<file path="src/rtl/msrv32_pkg.sv">
// Shared definitions for the msrv32 ALU issue stage: ALU opcodes,
// RV32I major opcodes, issue FSM state encoding and the issued bundle.
package msrv32_pkg;

    localparam int XLEN = 32;

    // ALU opcode is {instr[30], funct3}
    localparam logic [3:0] ALU_ADD  = 4'b0000;
    localparam logic [3:0] ALU_SUB  = 4'b1000;
    localparam logic [3:0] ALU_SLL  = 4'b0001;
    localparam logic [3:0] ALU_SLT  = 4'b0010;
    localparam logic [3:0] ALU_SLTU = 4'b0011;
    localparam logic [3:0] ALU_XOR  = 4'b0100;
    localparam logic [3:0] ALU_SRL  = 4'b0101;
    localparam logic [3:0] ALU_SRA  = 4'b1101;
    localparam logic [3:0] ALU_OR   = 4'b0110;
    localparam logic [3:0] ALU_AND  = 4'b0111;

    // RV32I major opcodes handled by this stage
    localparam logic [6:0] OPC_OP     = 7'b0110011;
    localparam logic [6:0] OPC_OP_IMM = 7'b0010011;
    localparam logic [6:0] OPC_LUI    = 7'b0110111;
    localparam logic [6:0] OPC_AUIPC  = 7'b0010111;

    localparam logic [6:0] FUNCT7_ZERO = 7'b0000000;
    localparam logic [6:0] FUNCT7_ALT  = 7'b0100000;

    // Issue FSM: number of valid entries held (output register + skid)
    typedef enum logic [1:0] {
        ST_EMPTY = 2'd0,
        ST_ONE   = 2'd1,
        ST_FULL  = 2'd2
    } issue_state_t;

    // One issued ALU bundle
    typedef struct packed {
        logic [XLEN-1:0] op1;
        logic [XLEN-1:0] op2;
        logic [3:0]      opcode;
        logic [4:0]      rd;
        logic            illegal;
    } issue_bundle_t;

endpackage

</file>
<file path="src/rtl/msrv32_issue_decode.sv">
// Combinational decode of OP / OP-IMM / LUI / AUIPC into ALU operands,
// ALU opcode and destination register. Undecodable words come out as an
// illegal ADD with zeroed operands and rd.
module msrv32_issue_decode
    import msrv32_pkg::*;
#(
    parameter int WIDTH = 32
) (
    input  logic [31:0]      instr_in,
    input  logic [WIDTH-1:0] pc_in,
    input  logic [WIDTH-1:0] rs1_in,
    input  logic [WIDTH-1:0] rs2_in,
    output logic [WIDTH-1:0] op_1_out,
    output logic [WIDTH-1:0] op_2_out,
    output logic [3:0]       opcode_out,
    output logic [4:0]       rd_addr_out,
    output logic             illegal_out
);

    logic [6:0]       major;
    logic [2:0]       funct3;
    logic [6:0]       funct7;
    logic [WIDTH-1:0] imm_i;
    logic [WIDTH-1:0] imm_u;
    logic [WIDTH-1:0] shamt;

    assign major  = instr_in[6:0];
    assign funct3 = instr_in[14:12];
    assign funct7 = instr_in[31:25];
    assign imm_i  = {{(WIDTH-12){instr_in[31]}}, instr_in[31:20]};
    assign imm_u  = {instr_in[31:12], 12'b0};
    assign shamt  = {{(WIDTH-5){1'b0}}, instr_in[24:20]};

    logic             legal;
    logic [WIDTH-1:0] op1_raw;
    logic [WIDTH-1:0] op2_raw;
    logic [3:0]       alu_raw;

    // Field extraction per major opcode, then squash everything on illegal
    always_comb begin
        legal   = 1'b0;
        op1_raw = '0;
        op2_raw = '0;
        alu_raw = ALU_ADD;
        case (major)
            OPC_OP: begin
                // bit30 only legal for SUB and SRA
                legal   = (funct7 == FUNCT7_ZERO) ||
                          ((funct7 == FUNCT7_ALT) &&
                           ((funct3 == 3'b000) || (funct3 == 3'b101)));
                op1_raw = rs1_in;
                op2_raw = rs2_in;
                alu_raw = {instr_in[30], funct3};
            end
            OPC_OP_IMM: begin
                op1_raw = rs1_in;
                case (funct3)
                    3'b001: begin
                        legal   = (funct7 == FUNCT7_ZERO);
                        op2_raw = shamt;
                        alu_raw = ALU_SLL;
                    end
                    3'b101: begin
                        legal   = (funct7 == FUNCT7_ZERO) || (funct7 == FUNCT7_ALT);
                        op2_raw = shamt;
                        alu_raw = instr_in[30] ? ALU_SRA : ALU_SRL;
                    end
                    default: begin
                        // imm[10] is immediate data here, never a SUB select
                        legal   = 1'b1;
                        op2_raw = imm_i;
                        alu_raw = {1'b0, funct3};
                    end
                endcase
            end
            OPC_LUI: begin
                legal   = 1'b1;
                op2_raw = imm_u;
            end
            OPC_AUIPC: begin
                legal   = 1'b1;
                op1_raw = pc_in;
                op2_raw = imm_u;
            end
            default: legal = 1'b0;
        endcase

        op_1_out    = legal ? op1_raw : '0;
        op_2_out    = legal ? op2_raw : '0;
        opcode_out  = legal ? alu_raw : ALU_ADD;
        rd_addr_out = legal ? instr_in[11:7] : 5'd0;
        illegal_out = ~legal;
    end

endmodule

</file>
<file path="src/rtl/msrv32_alu_issue.sv">
// ALU issue stage: decodes one instruction per cycle and presents the ALU
// bundle behind a valid/ready interface with a 2-entry skid buffer
// (output register + skid register). in_ready_out is a flop, so there is
// no combinational path from out_ready_in back upstream.
// Optional build macro MSRV32_ISSUE_STATS_EN adds issue/stall counters.
module msrv32_alu_issue
    import msrv32_pkg::*;
#(
    parameter int WIDTH = 32
) (
    input  logic             clk_in,
    input  logic             rst_n_in,
    input  logic             flush_in,
    input  logic             in_valid_in,
    output logic             in_ready_out,
    input  logic [31:0]      instr_in,
    input  logic [WIDTH-1:0] pc_in,
    input  logic [WIDTH-1:0] rs1_in,
    input  logic [WIDTH-1:0] rs2_in,
    output logic             out_valid_out,
    input  logic             out_ready_in,
    output logic [WIDTH-1:0] op_1_out,
    output logic [WIDTH-1:0] op_2_out,
    output logic [3:0]       opcode_out,
    output logic [4:0]       rd_addr_out,
    output logic             illegal_out
`ifdef MSRV32_ISSUE_STATS_EN
    ,
    output logic [31:0]      issue_cnt_out,
    output logic [31:0]      stall_cnt_out
`endif
);

    issue_bundle_t dec_bundle;

    msrv32_issue_decode #(.WIDTH(WIDTH)) u_decode (
        .instr_in    (instr_in),
        .pc_in       (pc_in),
        .rs1_in      (rs1_in),
        .rs2_in      (rs2_in),
        .op_1_out    (dec_bundle.op1),
        .op_2_out    (dec_bundle.op2),
        .opcode_out  (dec_bundle.opcode),
        .rd_addr_out (dec_bundle.rd),
        .illegal_out (dec_bundle.illegal)
    );

    issue_state_t  state_q, state_d;
    logic          in_ready_q, in_ready_d;
    logic          out_valid_q, out_valid_d;
    issue_bundle_t out_q, out_d;
    issue_bundle_t skid_q, skid_d;

    logic accept;
    logic drain;

    assign accept = in_valid_in & in_ready_q & ~flush_in;
    assign drain  = out_valid_q & out_ready_in;

    // Next-state and data movement; flush overrides accept and drain
    always_comb begin
        state_d = state_q;
        out_d   = out_q;
        skid_d  = skid_q;
        if (flush_in) begin
            state_d = ST_EMPTY;
        end else begin
            case (state_q)
                ST_EMPTY: begin
                    if (accept) begin
                        state_d = ST_ONE;
                        out_d   = dec_bundle;
                    end
                end
                ST_ONE: begin
                    if (accept && drain) begin
                        out_d = dec_bundle;
                    end else if (accept) begin
                        state_d = ST_FULL;
                        skid_d  = dec_bundle;
                    end else if (drain) begin
                        state_d = ST_EMPTY;
                    end
                end
                ST_FULL: begin
                    // Upstream is stalled here, so only a drain can happen
                    if (drain) begin
                        state_d = ST_ONE;
                        out_d   = skid_q;
                    end
                end
                default: state_d = ST_EMPTY;
            endcase
        end
        in_ready_d  = (state_d != ST_FULL);
        out_valid_d = (state_d != ST_EMPTY);
    end

    // State, handshake flags and bundle registers
    always_ff @(posedge clk_in or negedge rst_n_in) begin
        if (!rst_n_in) begin
            state_q     <= ST_EMPTY;
            in_ready_q  <= 1'b1;
            out_valid_q <= 1'b0;
            out_q       <= '0;
            skid_q      <= '0;
        end else begin
            state_q     <= state_d;
            in_ready_q  <= in_ready_d;
            out_valid_q <= out_valid_d;
            out_q       <= out_d;
            skid_q      <= skid_d;
        end
    end

    assign in_ready_out  = in_ready_q;
    assign out_valid_out = out_valid_q;
    assign op_1_out      = out_q.op1;
    assign op_2_out      = out_q.op2;
    assign opcode_out    = out_q.opcode;
    assign rd_addr_out   = out_q.rd;
    assign illegal_out   = out_q.illegal;

`ifdef MSRV32_ISSUE_STATS_EN
    logic [31:0] issue_cnt_q, issue_cnt_d;
    logic [31:0] stall_cnt_q, stall_cnt_d;

    // Free-running wrap-around counters, untouched by flush
    always_comb begin
        issue_cnt_d = issue_cnt_q + {31'd0, drain};
        stall_cnt_d = stall_cnt_q + {31'd0, (out_valid_q & ~out_ready_in)};
    end

    // Counter registers
    always_ff @(posedge clk_in or negedge rst_n_in) begin
        if (!rst_n_in) begin
            issue_cnt_q <= '0;
            stall_cnt_q <= '0;
        end else begin
            issue_cnt_q <= issue_cnt_d;
            stall_cnt_q <= stall_cnt_d;
        end
    end

    assign issue_cnt_out = issue_cnt_q;
    assign stall_cnt_out = stall_cnt_q;
`endif

endmodule

</file>
<file path="config.mk">
export PLATFORM = sky130hd
export DESIGN_NAME = msrv32_alu_issue
export DESIGN_NICKNAME = d
export VERILOG_FILES = /design/src/rtl/msrv32_pkg.sv /design/src/rtl/msrv32_issue_decode.sv /design/src/rtl/msrv32_alu_issue.sv
export SDC_FILE = /design/constraint.sdc
export NUM_CORES = 1
export LEC_CHECK = 0
export ABC_AREA = 1
export CAP_MARGIN = 30
export CORE_ASPECT_RATIO = 0.6
export CORE_MARGIN = 3
export CORE_UTILIZATION = 32
export DETAILED_ROUTE_END_ITERATION = 8
export GPL_TIMING_DRIVEN = 0
export PLACE_DENSITY = 0.54
export SLEW_MARGIN = 20
export SYNTH_ARGS = -nofsm -noshare
export SYNTH_HDL_FRONTEND = slang
export SYNTH_SLANG_ARGS = --single-unit
export TNS_END_PERCENT = 5
</file>
<file path="constraint.sdc">
create_clock -name clk_in -period 4.3 [get_ports clk_in]
set_clock_uncertainty 0.15 [all_clocks]
set_input_delay 0.43 -clock clk_in [delete_from_list [all_inputs] [get_ports clk_in]]
set_output_delay 0.43 -clock clk_in [all_outputs]
set_load 0.1 [all_outputs]
</file>
==> results of run 1 <==
==> metrics by stage <==
step	power (W)	TNS (ns)	setup WS, ns	instances
3_3_place_gp	0.002457	-604.28	-4.012	1671
3_5_place_dp	0.002496	0	1.278	1677
2_1_floorplan	0.002109	0	2.068	1148
4_1_cts	0.004090	0	1.601	1710
6_report	0.004054	0	1.628	1712
5_1_grt	0.004205	0	1.556	1711
==> worst max-delay path by stage <==
stage | endpoint | slack [ns]
floorplan | skid_q[18] | 2.07
global placement | op_1_out[27] | -4.01
detailed placement | op_1_out[14] | 1.28
CTS | in_ready_out | 1.60
global route | op_1_out[6] | 1.56
finish | in_ready_out | 1.63
==> final cells by class <==
type                       instances  share of cell area
sequential                       152              0.3416
multi-input combinational        905              0.3291
timing repair buffer             215              0.2031
clock buffer                      25             0.04448
tap                              315             0.03538
buffer                            74             0.02999
clock inverter                     7             0.01022
inverter                          17            0.005728
antenna                            2           0.0004493
==> power groups by stage <==
stage / logic [W] / registers, W / clock network, W
final: 0.000920 / 0.00155 / 0.00159
after global routing: 0.000975 / 0.00156 / 0.00167
after CTS: 0.000928 / 0.00155 / 0.00162
after detailed placement: 0.000925 / 0.00157 / 0
after global placement: 0.000885 / 0.00157 / 0
after floorplan: 0.000169 / 0.00194 / 0
==> timing repair <==
| action | 4_1_cts | 5_1_grt |
|---|---|---|
| setup buffers | 0 | 0 |
| endpoints found under the hold margin | 89 | 0 |
| resized for setup | 0 | 0 |
| endpoints found under the setup margin | 0 | 0 |
| hold buffers | 1 | 0 |
==> flip-flops by register name (all words and copies together), names as in the netlist <==
| register | cells |
|---|---|
| in_ready_out | 1 |
| illegal_out | 1 |
| rd_addr_out | 5 |
| state_q | 2 |
| op_2_out | 32 |
| out_valid_out | 1 |
| opcode_out | 4 |
| op_1_out | 32 |
| skid_q | 74 |
==> metal layers <==
metal,track usage,share of wire,vias to the layer above
li1,-,-,4057
met1,0.3367,0.52,3813
met2,0.3025,0.41,197
met3,0.04540,0.057,28
met4,0.05228,0.012,0
met5,0,0,-
==> logic make-up (layout without fill, tap and decap cells) <==
logic type,count (synthesis),after routing,synth area share
AND/OR/NAND/NOR,826,826,0.4150
flip-flops,152,152,0.4835
buffers and inverters,91,338,0.05056
AO/OA/AOI/OAI,79,79,0.05088
other,0,2,0
==> cells in the mapped netlist, drive strengths merged <==
cell / n / share of area
nor2: 165 / 0.079
dfstp: 1 / 0.0033
nand4: 1 / 0.00080
a211oi: 1 / 0.00095
dfrtp: 151 / 0.48
clkbuf: 50 / 0.024
o21ai: 72 / 0.046
nor3: 3 / 0.0054
inv: 17 / 0.0081
nand3: 97 / 0.062
o31ai: 1 / 0.00095
nand2: 559 / 0.27
buf: 24 / 0.019
or2: 1 / 0.00080
a21oi: 5 / 0.0032
==> flow_metrics.tcl, run 1 <==
set metrics [dict create \
    grt.overflow.total 0 \
    start_util 0.3332 \
    hold_start "op_1_out[4]" \
    r2r_end "op_1_out[11]" \
    worstSetupEndpointType "output port" \
    clockPowerShare 0.392 \
    ff_latch_area_sq_um 3805 \
    synth.distinct_cells 23 \
    grt_pass1_wl_um 44550 \
    drt_first_iter_violations 598 \
    critical_path_required_ns 3.72 \
    worstPathMaxFanout 2 \
    cts-root-buf "clkbuf_16" \
    antenna_left 0 \
    clock_latency_ns 0.44 \
    dpl_cell_area_sq_um 10520 \
    multi_input_area_sq_um 3666 \
    hold_viol 0 \
    antenna_found_initial 1 \
    worst_pin_slew_ns 1.030 \
    cts_buffers 17 \
    holdPathEnd "op_1_out[4]" \
    vias_per_cell 4.728 \
    post-route-period-util 0.6214 \
    cts_max_level 4 \
    synthCells 1148 \
    switchingPower_w 0.001288 \
    gp_congestion 0.8830 \
    ys_warn_count 0 \
    pwr-share-seq 0.381 \
    grt_pass1_vias 7835 \
    rr_worst_depth 9 \
    max-vdd-ir-drop_mv 0.2660 \
    rsz0062_at_grt "false" \
    clock_path_buffers 2 \
    finalCriticalPeriod_ns 2.672 \
    max_freq_mhz 374.3 \
    final_cell_mix "559 x nand2_1, 207 x clkdlybuf4s50_1, 164 x nor2_1" \
    track_usage 0.2161 \
    rows 43 \
    cpPeakStageDelay_ns 1.13 \
    p_comb_frac 0.227 \
    hold_depth 2 \
    layout_commonest_cell "nand2_1" \
    r2r_setup_slack_ns 1.74 \
    drcViolationCount 0 \
    p_per_area_nw_per_um2 363.9 \
    setup_violations 0 \
    port_buffers 208 \
    status "complete, no violations" \
    vias 8095 \
    die_height_um 127.5 \
    wl_um 28440 \
    timing.critical_path.max_delay_family "buffers and inverters" \
    drt_first_pass_iters 5 \
    cts_num_sinks 152 \
    switching_share 0.3178 \
    num-nets-final 1515 \
    hpwl_um 20980 \
    grt_max_degree 92 \
    start_kind "flip-flop" \
    slew_viol_final 0 \
    hold_slack_ns 0.3273 \
    netlist_area_sq_um 7869 \
    fin_area_sq_um 11140 \
    area_growth_pct 41.56 \
    ys_seq_elements 152 \
    die_x_um 208.4 \
    layout-drive-gt1-share 0.04516 \
    core-area_sq_um 23620 \
    slew_headroom 0.3109 \
    floorplan.die_area_sq_um 26570 \
    path_clk_slew_ns 0.06 \
    drv_cap 0 \
    crit_start "in_ready_out" \
    cp_cell_sequence "clkdlybuf4s50_1" \
    power_leakage_nw 5.972 \
    min_path_type "reg -> reg" \
    path_depth 1 \
    crit_type "reg -> out" \
    crit_arrival_ns 2.09 \
    ys_seq_area_frac 0.4835 \
    postSynthAreaPerCell_sq_um 6.854 \
    syn_nets 1281 \
    rr_startpoint "state_q[1]" \
    final.fill_count 2359 \
    cp_slowest_cell "clkdlybuf4s50_1" \
    critPathBufInv 1 \
    detail_route.wl_per_cell_um 16.61 \
    cts_tree "done" \
    ios 209 \
    intPower_w 0.002765 \
    postLayoutCoreUtil 0.4716 \
]
Note: power is estimated with default switching activity, not from simulation.
==> run 2: changes to the inputs <==
--- a/config.mk
+++ b/config.mk
@@ -12,7 +12,7 @@
 export CORE_UTILIZATION = 32
 export DETAILED_ROUTE_END_ITERATION = 8
 export GPL_TIMING_DRIVEN = 0
-export PLACE_DENSITY = 0.54
+export PLACE_DENSITY = 0.56
 export SLEW_MARGIN = 20
 export SYNTH_ARGS = -nofsm -noshare
 export SYNTH_HDL_FRONTEND = slang
==> constraint.sdc (replaced) <==
create_clock -name clk_in -period 2.2 [get_ports clk_in]
set_clock_uncertainty 0.15 [all_clocks]
set_input_delay 0.22 -clock clk_in [delete_from_list [all_inputs] [get_ports clk_in]]
set_output_delay 0.22 -clock clk_in [all_outputs]
set_load 0.1 [all_outputs]
==> run 2 against run 1 <==
  * Count of clock-buffer cells in the layout shrank 5
  * Die area did not move
  * Clock power is 74% higher
  * Final area decreased by 1.4%
  * Utilization fell by 0.64 points
  * Sequential share of layout area grew 0.52 points
  * Non-clock buffer count rose by 2
  * Global-route usage fell by 0.26 points
  * Hold slack got worse by 0.10 ns
  * Cell count down 0.12%
  * Setup slack lost 1.6 ns
  * Critical path depth grew 5
  * Highest routed layer unchanged
==> flow_metrics.tcl, run 2 (synthesis gave the netlist of run 1 again) <==
set metrics [dict create \
    critical_path_required_ns 2.40 \
    die_height_um 127.5 \
    hold_viol 0 \
    drt_first_iter_violations 672 \
    post-route-period-util 0.9672 \
    pwr-share-seq 0.402 \
    track_usage 0.2135 \
    switchingPower_w 0.002484 \
    final_cell_mix "559 x nand2_1, 164 x nor2_1, 150 x dfrtp_1" \
    max_freq_mhz 470.0 \
    path_clk_slew_ns 0.06 \
    drt_first_pass_iters 5 \
    slew_headroom 0.3160 \
    rsz0062_at_grt "true" \
    p_per_area_nw_per_um2 683.1 \
    cts_tree "done" \
    start_util 0.3332 \
    layout-drive-gt1-share 0.06452 \
    drv_cap 0 \
    power_w 0.007506 \
    slew_viol_final 0 \
    core-area_sq_um 23620 \
    ios 209 \
    wl_um 27980 \
    num-nets-final 1517 \
    multi_input_area_sq_um 3672 \
    grt_max_degree 85 \
    grt_pass1_wl_um 44480 \
    clock_latency_ns 0.43 \
    grt_pass1_vias 7667 \
    power_leakage_nw 6.321 \
    crit_type "reg -> reg" \
    clock_path_buffers 2 \
    drcViolationCount 0 \
    cts_num_sinks 152 \
    finalCriticalPeriod_ns 2.128 \
    antenna_found_initial 0 \
    switching_share 0.3309 \
    cts_buffers 17 \
    top_register "skid_q" \
    hpwl_um 20660 \
    diodes 0 \
    vias 8053 \
    intPower_w 0.005022 \
    crit_arrival_ns 2.32 \
    port_buffers 208 \
    worst_pin_slew_ns 1.030 \
    start_kind "flip-flop" \
    antenna_left 0 \
    grt.overflow.total 0 \
    worstPathMaxFanout 10 \
    area_growth_pct 39.64 \
    detail_route.wl_per_cell_um 16.36 \
    floorplan.die_area_sq_um 26570 \
    largest_register_ffs 74 \
    worstSetupEndpointType "flip-flop" \
    vias_per_cell 4.709 \
    clockPowerShare 0.367 \
    die_x_um 208.4 \
    cts-root-buf "clkbuf_16" \
    rows 43 \
    min_path_type "in -> async" \
    gp_congestion 0.8573 \
    setup_violations 0 \
    final.fill_count 2408 \
    hold_slack_ns 0.2225 \
    cts_max_level 4 \
    max-vdd-ir-drop_mv 0.5056 \
    layout_commonest_cell "nand2_1" \
    p_comb_frac 0.231 \
    ff_latch_area_sq_um 3810 \
    status "complete, no violations" \
]
[run 2: final timing paths]
| kind | end | start | slack [ns] | cells after the start |
|---|---|---|---|---|
| worst max-delay path | skid_q[68] | in_ready_out | 0.07 | 6 |
| worst min-delay path | op_2_out[15] | rst_n_in | 0.22 | 2 |
| worst max register to register | skid_q[68] | in_ready_out | 0.07 | 6 |
| worst min register to register | op_1_out[2] | op_1_out[2] | 0.32 | 2 |
| max in group asynchronous | op_1_out[25] | rst_n_in | 0.89 | 3 |
| min in group clk_in | skid_q[3] | instr_in[9] | 0.26 | 3 |
[run 2: layout make-up]
type	instances	share of cell area
Clock inverter	10	0.007288
Sequential cell	152	0.3467
Tap cell	315	0.03587
Buffer	74	0.03359
Inverter	17	0.005807
Clock buffer	20	0.04156
Timing Repair Buffer	217	0.1949
Multi-Input combinational cell	905	0.3342
[run 2: stage by stage]
| stage | TNS [ns] | std cells | cell area [sq um] | utilization | setup WS [ns] |
|---|---|---|---|---|---|
| final | 0 | 1710 | 10990 | 0.4652 | 0.07213 |
| after floorplan | 0 | 1148 | 7874 | - | 0.1140 |
| after CTS | -0.04981 | 1710 | 10960 | 0.4642 | -0.04981 |
| after global placement | -945.84 | 1671 | 10350 | 0.4382 | -6.455 |
| after detailed placement | -59.14 | 1675 | 10470 | 0.4431 | -0.6524 |
| after global routing | -0.1236 | 1710 | 10990 | 0.4652 | -0.03358 |
[run 2: power groups by stage]
stage,clock network (W),registers (W),logic (W)
5_1_grt,0.00295,0.00303,0.00184
6_report,0.00276,0.00302,0.00173
2_1_floorplan,0,0.00379,0.000331
4_1_cts,0.00283,0.00302,0.00174
3_3_place_gp,0,0.00307,0.00173
3_5_place_dp,0,0.00307,0.00179
[run 2: routing by layer]
metal / up-vias / track usage / part of all wire
met5: - / 0 / 0
met4: 0 / 0.04713 / 0.0082
met3: 19 / 0.04982 / 0.070
met2: 251 / 0.2902 / 0.40
met1: 3717 / 0.3383 / 0.52
li1: 4066 / - / -
[run 2: repair_timing]
item | CTS | global route
pin swaps | 1 | 1
setup buffers | 4 | 0
gates resized for setup | 83 | 37
endpoints found under the setup margin | 218 | 145
hold endpoints to repair | 82 | 0
hold buffers | 1 | 0
[run 2: worst max-delay path, cell delays in order (launching register included)]
cell      delay (ns)
dfstp_4         0.61
nand3_1         0.14
nor3_4          0.25
inv_2           0.12
buf_2           0.23
clkbuf_1        0.32
o21ai_1         0.23
